File: src/rtl/spm_pkg.sv
// Shared types and sizing helpers for the serial-parallel multiplier.
package spm_pkg;

    typedef enum logic [1:0] {
        IDLE = 2'd0,
        RUN  = 2'd1,
        DONE = 2'd2
    } spm_state_t;

    // Number of serial cycles needed for a full-width product.
    function automatic int spm_cycles(input int xw, input int yw);
        return xw + yw;
    endfunction

    // Counter width able to hold 0..spm_cycles().
    function automatic int spm_cnt_w(input int xw, input int yw);
        return $clog2(spm_cycles(xw, yw) + 1);
    endfunction

    localparam int SPM_CNT_W_DEF = spm_cnt_w(8, 8);

endpackage

File: src/rtl/spm_csa_cell.sv
// One carry-save cell of the serial-parallel multiplier chain.
// TCMP=1 turns it into the two's-complement top cell: the partial product
// is inverted and the +1 correction arrives on i_inj.
module spm_csa_cell #(
    parameter bit TCMP = 1'b0
) (
    input  logic i_clk,
    input  logic i_rst_n,
    input  logic i_clr,
    input  logic i_en,
    input  logic i_x,
    input  logic i_y,
    input  logic i_s_in,
    input  logic i_inj,
    output logic o_s,
    output logic o_s_nxt
);

    logic       r_s;
    logic       r_c;
    logic       w_pp;
    logic [1:0] w_sum;

    // Partial product and full add of neighbour sum, own carry and correction.
    always_comb begin
        w_pp  = (i_x & i_y) ^ TCMP;
        w_sum = {1'b0, i_s_in} + {1'b0, w_pp} + {1'b0, r_c} + {1'b0, i_inj};
    end

    // Sum/carry flops: async clear, sync clear on accepted start, update in RUN.
    always_ff @(posedge i_clk or negedge i_rst_n) begin
        if (!i_rst_n) begin
            r_s <= 1'b0;
            r_c <= 1'b0;
        end else if (i_clr) begin
            r_s <= 1'b0;
            r_c <= 1'b0;
        end else if (i_en) begin
            {r_c, r_s} <= w_sum;
        end
    end

    assign o_s     = r_s;
    assign o_s_nxt = w_sum[0];

endmodule

File: src/rtl/spm_mult_seq.sv
// Serial-parallel multiplier with start/done handshake and parallel result capture.
module spm_mult_seq
    import spm_pkg::*;
#(
    parameter int XW     = 8,
    parameter int YW     = 8,
    parameter bit SIGNED = 1'b0
) (
    input  logic                 i_clk,
    input  logic                 i_rst_n,
    input  logic                 i_start,
    input  logic [XW-1:0]        i_x,
    input  logic [YW-1:0]        i_y,
    output logic                 o_busy,
    output logic                 o_done,
    output logic [XW+YW-1:0]     o_p
);

    localparam int             N    = spm_cycles(XW, YW);
    localparam int             CW   = spm_cnt_w(XW, YW);
    localparam logic [CW-1:0]  LAST = CW'(N - 1);

    spm_state_t    r_state;
    spm_state_t    w_state_nxt;
    logic [CW-1:0] r_cnt;
    logic [XW-1:0] r_x;
    logic [YW-1:0] r_ysr;
    logic [N-2:0]  r_psr;
    logic [N-1:0]  r_p;
    logic          w_accept;
    logic          w_run;
    logic          w_first;
    logic          w_ybit;
    logic [N-1:0]  w_psr_nxt;
    logic [XW:0]   w_s;
    logic [XW-1:0] w_s_nxt;
    logic          w_unused_bits;

    // State register.
    always_ff @(posedge i_clk or negedge i_rst_n) begin
        if (!i_rst_n) begin
            r_state <= IDLE;
        end else begin
            r_state <= w_state_nxt;
        end
    end

    // Next state and handshake outputs.
    always_comb begin
        w_state_nxt = r_state;
        o_busy      = 1'b0;
        o_done      = 1'b0;
        w_accept    = 1'b0;
        w_run       = 1'b0;
        case (r_state)
            IDLE: begin
                if (i_start) begin
                    w_accept    = 1'b1;
                    w_state_nxt = RUN;
                end
            end
            RUN: begin
                o_busy = 1'b1;
                w_run  = 1'b1;
                if (r_cnt == LAST) begin
                    w_state_nxt = DONE;
                end
            end
            DONE: begin
                o_busy      = 1'b1;
                o_done      = 1'b1;
                w_state_nxt = IDLE;
            end
            default: w_state_nxt = IDLE;
        endcase
    end

    // y_sr shifts in its own sign (or zero), so bit 0 already supplies the
    // replicated extension once the YW real bits are exhausted.
    always_comb begin
        w_first   = (r_cnt == '0);
        w_ybit    = r_ysr[0];
        w_psr_nxt = {w_s_nxt[0], r_psr};
    end

    // Operand capture, serial counter, product shift register and result.
    always_ff @(posedge i_clk or negedge i_rst_n) begin
        if (!i_rst_n) begin
            r_cnt <= '0;
            r_x   <= '0;
            r_ysr <= '0;
            r_psr <= '0;
            r_p   <= '0;
        end else if (w_accept) begin
            r_cnt <= '0;
            r_x   <= i_x;
            r_ysr <= i_y;
            r_psr <= '0;
        end else if (w_run) begin
            r_cnt <= r_cnt + 1'b1;
            r_ysr <= {SIGNED & r_ysr[YW-1], r_ysr[YW-1:1]};
            r_psr <= w_psr_nxt[N-1:1];
            if (r_cnt == LAST) begin
                r_p <= w_psr_nxt;
            end
        end
    end

    assign w_s[XW] = 1'b0;

    for (genvar i = 0; i < XW; i++) begin : g_cell
        localparam bit TOP = SIGNED && (i == XW - 1);
        spm_csa_cell #(
            .TCMP(TOP)
        ) u_cell (
            .i_clk   (i_clk),
            .i_rst_n (i_rst_n),
            .i_clr   (w_accept),
            .i_en    (w_run),
            .i_x     (r_x[i]),
            .i_y     (w_ybit),
            .i_s_in  (w_s[i+1]),
            .i_inj   (TOP ? w_first : 1'b0),
            .o_s     (w_s[i]),
            .o_s_nxt (w_s_nxt[i])
        );
    end

    // Only cell 0's next-sum leaves the chain; its registered copy is internal.
    assign w_unused_bits = ^{w_s[0], w_s_nxt[XW-1:1]};

    assign o_p = r_p;

endmodule

File: config.mk
export PLATFORM = sky130hd
export DESIGN_NAME = spm_mult_seq
export DESIGN_NICKNAME = d
export VERILOG_FILES = /design/src/rtl/spm_pkg.sv /design/src/rtl/spm_csa_cell.sv /design/src/rtl/spm_mult_seq.sv
export SDC_FILE = /design/constraint.sdc
export NUM_CORES = 1
export LEC_CHECK = 0
export BUFFER_PORTS_ARGS = -buffer_cell sky130_fd_sc_hd__buf_2
export CORE_ASPECT_RATIO = 0.5
export CORE_MARGIN = 8
export CORE_UTILIZATION = 62
export DETAILED_ROUTE_END_ITERATION = 10
export MAX_ROUTING_LAYER = met4
export PLACE_DENSITY = 0.84
export SYNTH_ARGS = -nofsm -noshare
export SYNTH_HDL_FRONTEND = slang
export SYNTH_SLANG_ARGS = --single-unit
File: constraint.sdc
create_clock -name i_clk -period 3.1 [get_ports i_clk]
set_input_delay 0 -clock i_clk [delete_from_list [all_inputs] [get_ports i_clk]]
set_output_delay 0 -clock i_clk [all_outputs]
set_load 0.01 [all_outputs]
==> run metrics, run 1 <==
reg2reg end=g_cell[1].u_cell.r_c$_DFFE_PN0P_; maximum vdd ir drop=~0.00052 V; worst-skew pair later-pin latency=~0.35 ns; vias per cell=roughly 5.1; H-tree level count=3; Synth area leaders=dfrtp_1 55%, mux2i_1 8.6%, mux2_4 4.8%, nand2_1 4.8%, fa_1 4.4%; die span in y=approximately 66 um; Clock power frac=between 20% and 30%; worst path cell trace=inv_1 > ha_2 > buf_4 > mux2_2 > nor2_1; clk slew on worst S/H paths=~0.070 ns; post-synth cell types=27; Sequential Power Share=42.0%; Worst Hold Depth=4; RSZ-0062 raised after global routing=no; switching portion of total power=about a third; critical path launch point type=flop; vias in the first global route=around 2200; Mapped Nets=302; CTS tree=yes; Worst Tran Pin Value=between 0.9 and 1 ns; cell with the most instances after synthesis=dfrtp_1; Mean Syn Cell Area=approximately 12 um^2; area of the multi-input gates=1270 um^2; Finished Core Util=about 76%; Port-buffer cells=36; cell taking the most area after synthesis=dfrtp_1; Comb pwr share=31.3%; Lkg Pwr=~1.9 nW; #FFs+latches synth=between 60 and 70; Top delay family on crit path=buffers and inverters; 1st-pass router iterations=4; CP Max Fanout=43; via count=slightly above 2000; Max Clk Rate=502.2 MHz; Clock Skew=between 0.007 and 0.008 ns; CP max stage delay=between 0.5 and 0.6 ns; Routed Antenna Nets=0; Core Area=4910 um^2; Final Max Slew Viols=0; GR Overflow Total=0; Synth-to-Final Area Change=18.72%; RD Place Congestion=~0.8; fin worst setup slack=approximately 1.1 ns; critical path type=flop to flop; RR Startpoint=r_state[1]$_DFFE_PN0P_; power per cell area=between 800 and 900 nW/um^2; Worst Reg-to-Reg Cells=5; stages on the worst setup path=5; CP bufs+invs=2; Arr. time, crit path=2.27 ns; total power=just over 3 mW; outcome=complete, no violations; Placement Rows=18; Final setup viols=0; total wire length=about 5.7 mm; drt initial violations=93; Placed Area=roughly 3400 um^2; Commonest cells post-synth=69 x dfrtp_1, 40 x nand2_1, 35 x nor2_1; Fin. Hold Viols=0; clk root buf=clkbuf_8; dpl hpwl=3.674 mm; netlist area before placement=about 3200 um^2; share of flip-flops with an asynchronous set or reset=100.0%; Nets=353; Worst Path Required=roughly 3.4 ns; Sw Pwr=around 1.0 mW; Hold Path End=r_x[1]$_DFFE_PN0P_; total track usage=between 10% and 20%; DR WL/cell=roughly 14 um; fin crit period=around 2.0 ns; synth warn=0; Tcrit/Tclk final=about 64%; Final Cell Area=3746 um^2; Post-route DRC=0; Syn Inst Count=around 270; # Post-CTS Setup Buffers=0; DP Worst Slack=approximately 1.1 ns; internal power=around 2.1 mW; die area=7767 um^2; area taken by flip-flops and latches=about 1700 um^2; Post-synth EDFFs=0; die width=around 120 um; CP endpoint kind=flop; share of cells above drive strength 1=about a quarter; min-delay worst type=primary input to flop; CTS Sinks=69; Fillers=between 300 and 400; Hold Path Origin=i_start; first-pass GRT wire length=10.01 mm; MaxCap Viol Count=0; TritonCTS Buffers=9; Inserted Diodes=0; initial antenna violation count=0; slowest CP cell=buf_4; Seq/Total Area, Yosys=~55%; post-synth top area share=between 50% and 60%; Starting Density=between 60% and 70%; max_slew headroom=between 30% and 40%; setup TNS=0 ns; reg2reg setup slack=~1.1 ns; Max Root-Sink Buffers=2; IO Count=37; pin count of the biggest net entering global routing=between 40 and 50; top_reg_cell synth=dfrtp_1
==> kinds of logic after synthesis <==
family,share of synthesized area [%]
and+or+nand+nor,11.18
adders and majority gates,7.216
buffers and inverters,5.115
xor gates and xnor gates,0.8328
muxes,17.60
DFF,54.72
AOI/OAI and AO/OA,3.331
==> cell type report <==
class                   instances  share of cell area [%]
repair buffers                 56                   9.953
clock inverters                 4                   1.870
multi-input cells             167                   33.90
flip-flops and latches         69                   46.09
inverters                      17                   1.703
well taps                      70                   2.338
clock buffers                  12                   4.142
==> state kept, by name, indices dropped and copies added (netlist names) <==
register and flops:
o_p 16, r_psr 15, g_cell.u_cell.r_c 8, r_x 8, r_ysr 8, g_cell.u_cell.o_s 7
r_cnt 5, r_state 2
==> timing repair <==
action                                 4_1_cts  5_1_grt
hold buffers                                17        0
endpoints found under the hold margin       58        0
gates resized for setup                      0        0
==> power groups by stage <==
stage | clock [mW] | combinational (mW) | sequential, mW
global route | 0.879 | 1.10 | 1.31
CTS | 0.830 | 0.973 | 1.29
finish | 0.817 | 0.961 | 1.29
global placement | 0 | 0.896 | 1.29
detailed placement | 0 | 0.948 | 1.30
floorplan | 0 | 0.792 | 1.25
==> worst max path at each step <==
stage / start / end / slack, ns
after floorplan: r_cnt[0]$_DFFE_PN0P_ / o_p[10]$_DFFE_PN0P_ / 1.36
after global placement: r_state[1]$_DFFE_PN0P_ / r_state[0]$_DFFE_PN0P_ / 1.21
after detailed placement: r_state[1]$_DFFE_PN0P_ / g_cell[1].u_cell.r_c$_DFFE_PN0P_ / 1.14
after CTS: r_state[1]$_DFFE_PN0P_ / g_cell[1].u_cell.r_c$_DFFE_PN0P_ / 1.11
after global routing: r_state[1]$_DFFE_PN0P_ / g_cell[1].u_cell.r_c$_DFFE_PN0P_ / 0.95
final: r_state[1]$_DFFE_PN0P_ / g_cell[1].u_cell.r_c$_DFFE_PN0P_ / 1.11
==> per-stage QoR <==
step / cells / hold slack [ns]
after global placement: 362 / 0.1758
after global routing: 395 / 0.06432
final: 395 / 0.04915
after detailed placement: 362 / 0.1913
after CTS: 395 / 0.03380
after floorplan: 269 / -0.2956
==> worst register-to-register path, stage by stage, from the launching register on <==
cell and delay, ns:
dfrtp_1 0.38, inv_1 0.11, ha_2 0.37, buf_4 0.54
mux2_2 0.43, nor2_1 0.09
==> layout by cell type (no fill, tap or decap) <==
cell type	count
nand2_1	40
ha_1	6
clkbuf_1	1
inv_1	17
and2b_2	1
and3_1	1
a21oi_1	1
clkbuf_8	11
nor2_1	35
dfrtp_1	69
nand3b_1	1
and3_4	1
and2_1	2
nand2_4	1
clkinv_2	2
mux2_4	10
mux2i_1	27
buf_4	3
o21a_1	1
xnor2_1	1
a211oi_1	7
xor2_1	2
mux2_2	12
fa_1	7
buf_2	36
nand4_1	1
and2_2	1
bufinv_16	2
o21ai_0	8
ha_2	1
dlygate4sd3_1	17
==> layer usage <==
layer  track usage, %  vias to the layer above  wire, um
met1            20.14                      992      2493
met4            7.109                        0       105
met5                -                        -         0
li1                 -                      971         -
met3            6.557                       11       371
met2            27.15                       53      2684
No activity file was read; power rests on OpenSTA's default activity.
==> inputs of run 2 (changes only) <==
- CORE_UTILIZATION: 62 -> 52
- PLACE_DENSITY: 0.84 -> 0.75
- clock period: 3.1 -> 1.7 ns (I/O delays scaled with it)
==> run metrics, run 2 (synthesized netlist as in run 1, its figures left out) <==
outcome=complete, no violations; IO Count=37 (unchanged); vias per cell=5.022 (-2.1%); Synth-to-Final Area Change=27.84%; total track usage=14.86% (-2.6 points); Clock Skew=0.008348 ns (+0.0003882 ns); MaxCap Viol Count=0 (unchanged); clk slew on worst S/H paths=0.06 ns (about the same); die span in y=71.09 um (+7.0%); max_slew headroom=75.95% (+36 points); RSZ-0062 raised after global routing=yes; commonest non-fill, non-tap cell in the layout=dfrtp_1; die area=8968 um^2 (+15%); dpl hpwl=3.807 mm (+3.6%); Arr. time, crit path=1.90 ns (-0.37 ns); Post-route DRC=0 (unchanged); CTS Sinks=69 (unchanged); CP Max Fanout=5 (-88%); via count=2064 (+1.8%); GR Overflow Total=0 (unchanged); Routed Antenna Nets=0 (unchanged); Final setup viols=0 (unchanged); CTS tree=yes; power per cell area=1550 nW/um^2 (+89%); Final Non-Filler Cells=411 (+4.1%); RD Place Congestion=0.7161 (-7.9%); critical path type=flop to flop; total wire length=6.104 mm (+8.0%); Max Root-Sink Buffers=2 (unchanged); clk root buf=clkbuf_16; Core Area=5956 um^2 (+21%); TritonCTS Buffers=9 (unchanged); 1st-pass router iterations=4 (unchanged); DR WL/cell=14.85 um (+3.8%); Fin. Hold Viols=0 (unchanged); Worst Tran Pin Value=0.3607 ns (-0.5430 ns); Port-buffer cells=36 (unchanged); DP Cell Count=373 (+3.0%); Starting Density=52.98% (-11 points); Worst Path Required=1.92 ns (-1.46 ns); die width=126.2 um (+7.9%); max reg flops=16 (unchanged); Max Clk Rate=595.1 MHz (+18%); most frequent cells in the layout=69 x dfrtp_1, 40 x nand2_1, 36 x buf_2, 35 x nor2_1, 27 x mux2i_1; first-pass GRT wire length=10.26 mm (+2.5%); drt initial violations=106 (+14%); critical path launch point type=flop; H-tree level count=3 (unchanged); CP endpoint kind=flop; Tcrit/Tclk final=98.85% (+35 points); worst-skew pair later-pin latency=0.33 ns (-0.02 ns); fin crit period=1.680 ns (-0.3108 ns); Final Max Slew Viols=0 (unchanged); vias in the first global route=2167 (-0.46%); setup TNS=0 ns (unchanged); pin count of the biggest net entering global routing=70 (+59%); min-delay worst type=primary input to flop; share of cells above drive strength 1=27.93% (+3.0 points); Lkg Pwr=2.046 nW (+5.6%); Placement Rows=20 (+2); maximum vdd ir drop=0.0006307 V (+22%); initial antenna violation count=1 (+1); Nets=361 (+2.3%)
## run 2: cell count changes in the layout (fill, tap and decap cells not counted), sizes merged
| cell | delta |
|---|---|
| buf | +7 |
| diode | +1 |
| inv | +2 |
| bufinv | -1 |
| clkinv | -1 |
| clkbuf | +1 |
## run 2: repair_timing
item / 4_1_cts / 5_1_grt
cloned: 0 / 1
endpoints found under the hold margin: 85 / 0
hold buffers: 17 / 0
resized for setup: 0 / 8
pin swaps: 1 / 3
endpoints found under the setup margin: 16 / 16
buffers inserted: 2 / 1
## run 2: power by group
group	internal, mW	leakage [nW]	total (mW)	switching [mW]
registers	2.07	0.918	2.35	0.273
logic	0.890	0.969	1.94	1.06
clock network	1.26	0.160	1.96	0.697
## run 2: final timing paths
path	startpoint	to	slack [ns]	depth (start not counted)
max in group asynchronous	i_rst_n	r_cnt[4]$_DFFE_PN0P_	1.19	3
worst max register to register	r_cnt[1]$_DFFE_PN0P_	o_p[8]$_DFFE_PN0P_	0.02	6
worst min-delay path	i_start	r_state[1]$_DFFE_PN0P_	0.16	3
min in group asynchronous	i_rst_n	g_cell[4].u_cell.o_s$_DFFE_PN0P_	0.21	3
worst max-delay path	r_cnt[1]$_DFFE_PN0P_	o_p[8]$_DFFE_PN0P_	0.02	6
worst min register to register	r_x[4]$_DFFE_PN0P_	r_x[4]$_DFFE_PN0P_	0.48	2
## run 2: worst max-delay path, cell delays in order (launching register included)
cell,delay [ns]
dfrtp_1,0.37
ha_2,0.19
and3_4,0.18
ha_4,0.13
and3_4,0.24
clkbuf_16,0.17
mux2_4,0.29
## run 2: area by class of cell
cell class                      count  area [um^2]
Inverter                           17        63.81
Tap cell                           77        96.34
Antenna cell                        1        2.502
Timing Repair Buffer               64        513.0
Multi-Input combinational cell    167         1313
Fill cell                         429         1922
Clock buffer                       12        266.5
Sequential cell                    69         1727
Clock inverter                      4        52.55
## run 2: metal layers
metal  wire [um]  share of wire [%]  up-vias  global-route usage (%)
met3         300                4.9       13                   6.222
met5           0                  0        -                       -
met1        2917                 48     1015                   17.54
met2        2768                 45       39                   22.24
li1            -                  -      997                       -
met4         118                1.9        0                   5.945
## run 2: per-stage QoR
step / instance area, um^2 / power (mW) / hold WS [ns] / utilization, % / setup slack, ns
3_5_place_dp: 3432 / 4.248 / 0.04732 / 57.63 / -0.05929
2_1_floorplan: 3161 / 3.722 / -0.2956 / - / 0.01170
6_report: 4034 / 6.252 / 0.1606 / 67.73 / 0.01956
5_1_grt: 4034 / 6.650 / 0.1558 / 67.73 / -0.03893
3_3_place_gp: 3432 / 4.109 / 0.04135 / 57.63 / 0.006333
4_1_cts: 3961 / 6.280 / 0.1458 / 66.51 / 0.01181
==> inputs of run 3 (changes only) <==
- CORE_UTILIZATION: 52 -> 53
- PLACE_DENSITY: 0.75 -> 0.76
- SYNTH_HIERARCHICAL: not set -> 1
==> run metrics, run 3 <==
die width=130.2 um (+3.2%); setup TNS=-0.06042 ns (-0.06042 ns); Port-buffer cells=36 (unchanged); Fin. Hold Viols=0 (unchanged); vias in the first global route=2545 (+17%); initial antenna violation count=0 (-1); reg2reg setup slack=-0.02 ns (-0.04 ns); DR WL/cell=14.90 um (+0.34%); Final Cell Area=4369 um^2 (+8.3%); synth warn=6 (+6); DP Cell Count=433 (+16%); critical path launch point type=flop; Arr. time, crit path=1.93 ns (+0.03 ns); Final Max Slew Viols=0 (unchanged); CP startpoint=r_ysr[0]$_DFFE_PN0P_; Starting Density=55.93% (+2.9 points); 1st-pass router iterations=4 (unchanged); min-delay worst type=primary input to asynchronous set/reset pin; maximum vdd ir drop=0.0007938 V (+26%); max reg flops=16 (unchanged); failing checks=negative setup slack; Placement Rows=20 (unchanged); total wire length=6.974 mm (+14%); H-tree level count=3 (unchanged); CP Max Fanout=8 (+3); Max Clk Rate=579.7 MHz (-2.6%); Final Non-Filler Cells=468 (+14%); CTS tree=yes; Inserted Diodes=0 (-1); total power=6.993 mW (+12%); total track usage=16.79% (+1.9 points); IO Count=37 (unchanged); reg2reg end=g_cell[1].u_cell/r_c$_DFFE_PN0P_; Placed Area=3784 um^2 (+10%); DP Worst Slack=-0.08675 ns (-0.02747 ns); area taken by flip-flops and latches=1728 um^2 (about the same); vias per cell=4.904 (-2.4%); RR Startpoint=r_ysr[0]$_DFFE_PN0P_; TritonCTS Buffers=9 (unchanged); Post-route DRC=0 (unchanged); worst-skew pair later-pin latency=0.33 ns (about the same); RSZ-0062 raised after global routing=yes; Routed Antenna Nets=0 (unchanged); Synth-to-Final Area Change=26.38%; commonest non-fill, non-tap cell in the layout=dfrtp_1; Comb pwr share=39.6% (+8.5 points); CTS Sinks=69 (unchanged); power per cell area=1600 nW/um^2 (+3.3%); internal power=4.541 mW (+7.4%); CP endpoint kind=flop; Max Root-Sink Buffers=2 (unchanged); Mean Syn Cell Area=11.56 um^2 (-1.4%); Sw Pwr=2.451 mW (+21%); Final setup viols=6 (+6); fin crit period=1.725 ns (+0.04452 ns); netlist area before placement=3457 um^2 (+9.6%); Clock Skew=0.005786 ns (-0.002562 ns); GR Overflow Total=0 (unchanged); Syn Inst Count=299 (+11%); Lkg Pwr=2.245 nW (+9.7%); dpl hpwl=4.413 mm (+16%); switching portion of total power=35.06% (+2.7 points); area of the multi-input gates=1650 um^2 (+26%); RD Place Congestion=0.7489 (+4.6%); die area=9520 um^2 (+6.2%); clk slew on worst S/H paths=0.06 ns (about the same); critical path type=flop to flop; Clock power frac=25.7% (-5.6 points); first-pass GRT wire length=12.07 mm (+18%); outcome=finished with violations; Nets=417 (+16%); Worst Path Required=1.91 ns (about the same); Sequential Power Share=34.8% (-2.8 points); drt initial violations=99 (-6.6%); fin worst setup slack=-0.02497 ns (-0.04452 ns); Fillers=420 (-2.1%); most frequent cells in the layout=68 x dfrtp_1, 39 x nand2_1, 36 x buf_2, 34 x nor2_1, 29 x mux2i_1; Core Area=6181 um^2 (+3.8%); pin count of the biggest net entering global routing=39 (-44%); MaxCap Viol Count=0 (unchanged); Tcrit/Tclk final=101.5% (+2.6 points); clk root buf=clkbuf_16; Worst Reg-to-Reg Cells=6 (unchanged); share of cells above drive strength 1=27.37% (-0.56 points); via count=2295 (+11%); Hold Slack=0.03004 ns (-0.1306 ns); Finished Core Util=70.69% (+3.0 points); die span in y=73.11 um (+2.8%)
[run 3: what timing repair did]
action                                  in CTS  in global routing
cloned                                       1                  0
endpoints found under the setup margin      31                 35
resized for setup                           10                 11
hold endpoints to repair                    85                  0
buffers inserted                             1                  0
pin swaps                                    3                  1
hold buffers                                17                  0
[run 3: critical path, cell delays in order (launching register included)]
cell     delay (ns)
dfrtp_2        0.46
nand2_1        0.09
fa_1           0.49
inv_1          0.05
ha_1           0.19
xnor2_1        0.13
a22o_1         0.21
[run 3: power by group through the flow]
| stage | Sequential [mW] | Combinational, mW | Clock [mW] |
|---|---|---|---|
| 6_report | 2.43 | 2.77 | 1.80 |
| 5_1_grt | 2.49 | 3.11 | 1.91 |
| 4_1_cts | 2.41 | 2.65 | 1.82 |
| 3_5_place_dp | 2.41 | 2.48 | 0 |
| 3_3_place_gp | 2.39 | 2.32 | 0 |
| 2_1_floorplan | 2.34 | 1.95 | 0 |
[run 3: layout make-up]
class                      instances  share of cell area (%)
clock buffer                      12                   6.100
clock inverter                     4                  0.7159
inverter                          29                   2.606
multi-input combinational        201                   37.77
sequential                        69                   39.55
tap                               88                   2.520
timing repair buffer              65                   10.74
[run 3: worst max path at each step]
stage	to	cells past startpoint
after CTS	g_cell[6].u_cell/r_c$_DFFE_PN0P_	6
after global routing	g_cell[3].u_cell/r_c$_DFFE_PN0P_	6
after floorplan	o_p[15]$_DFFE_PN0P_	5
after detailed placement	g_cell[6].u_cell/r_c$_DFFE_PN0P_	6
after global placement	o_p[15]$_DFFE_PN0P_	5
final	g_cell[1].u_cell/r_c$_DFFE_PN0P_	6
[run 3: routing by layer]
metal / wire length (um) / track usage [%] / part of all wire (%)
met1: 3134 / 20.08 / 45
met4: 36 / 4.337 / 0.52
met3: 232 / 5.029 / 3.3
met5: 0 / - / 0
met2: 3571 / 27.37 / 51
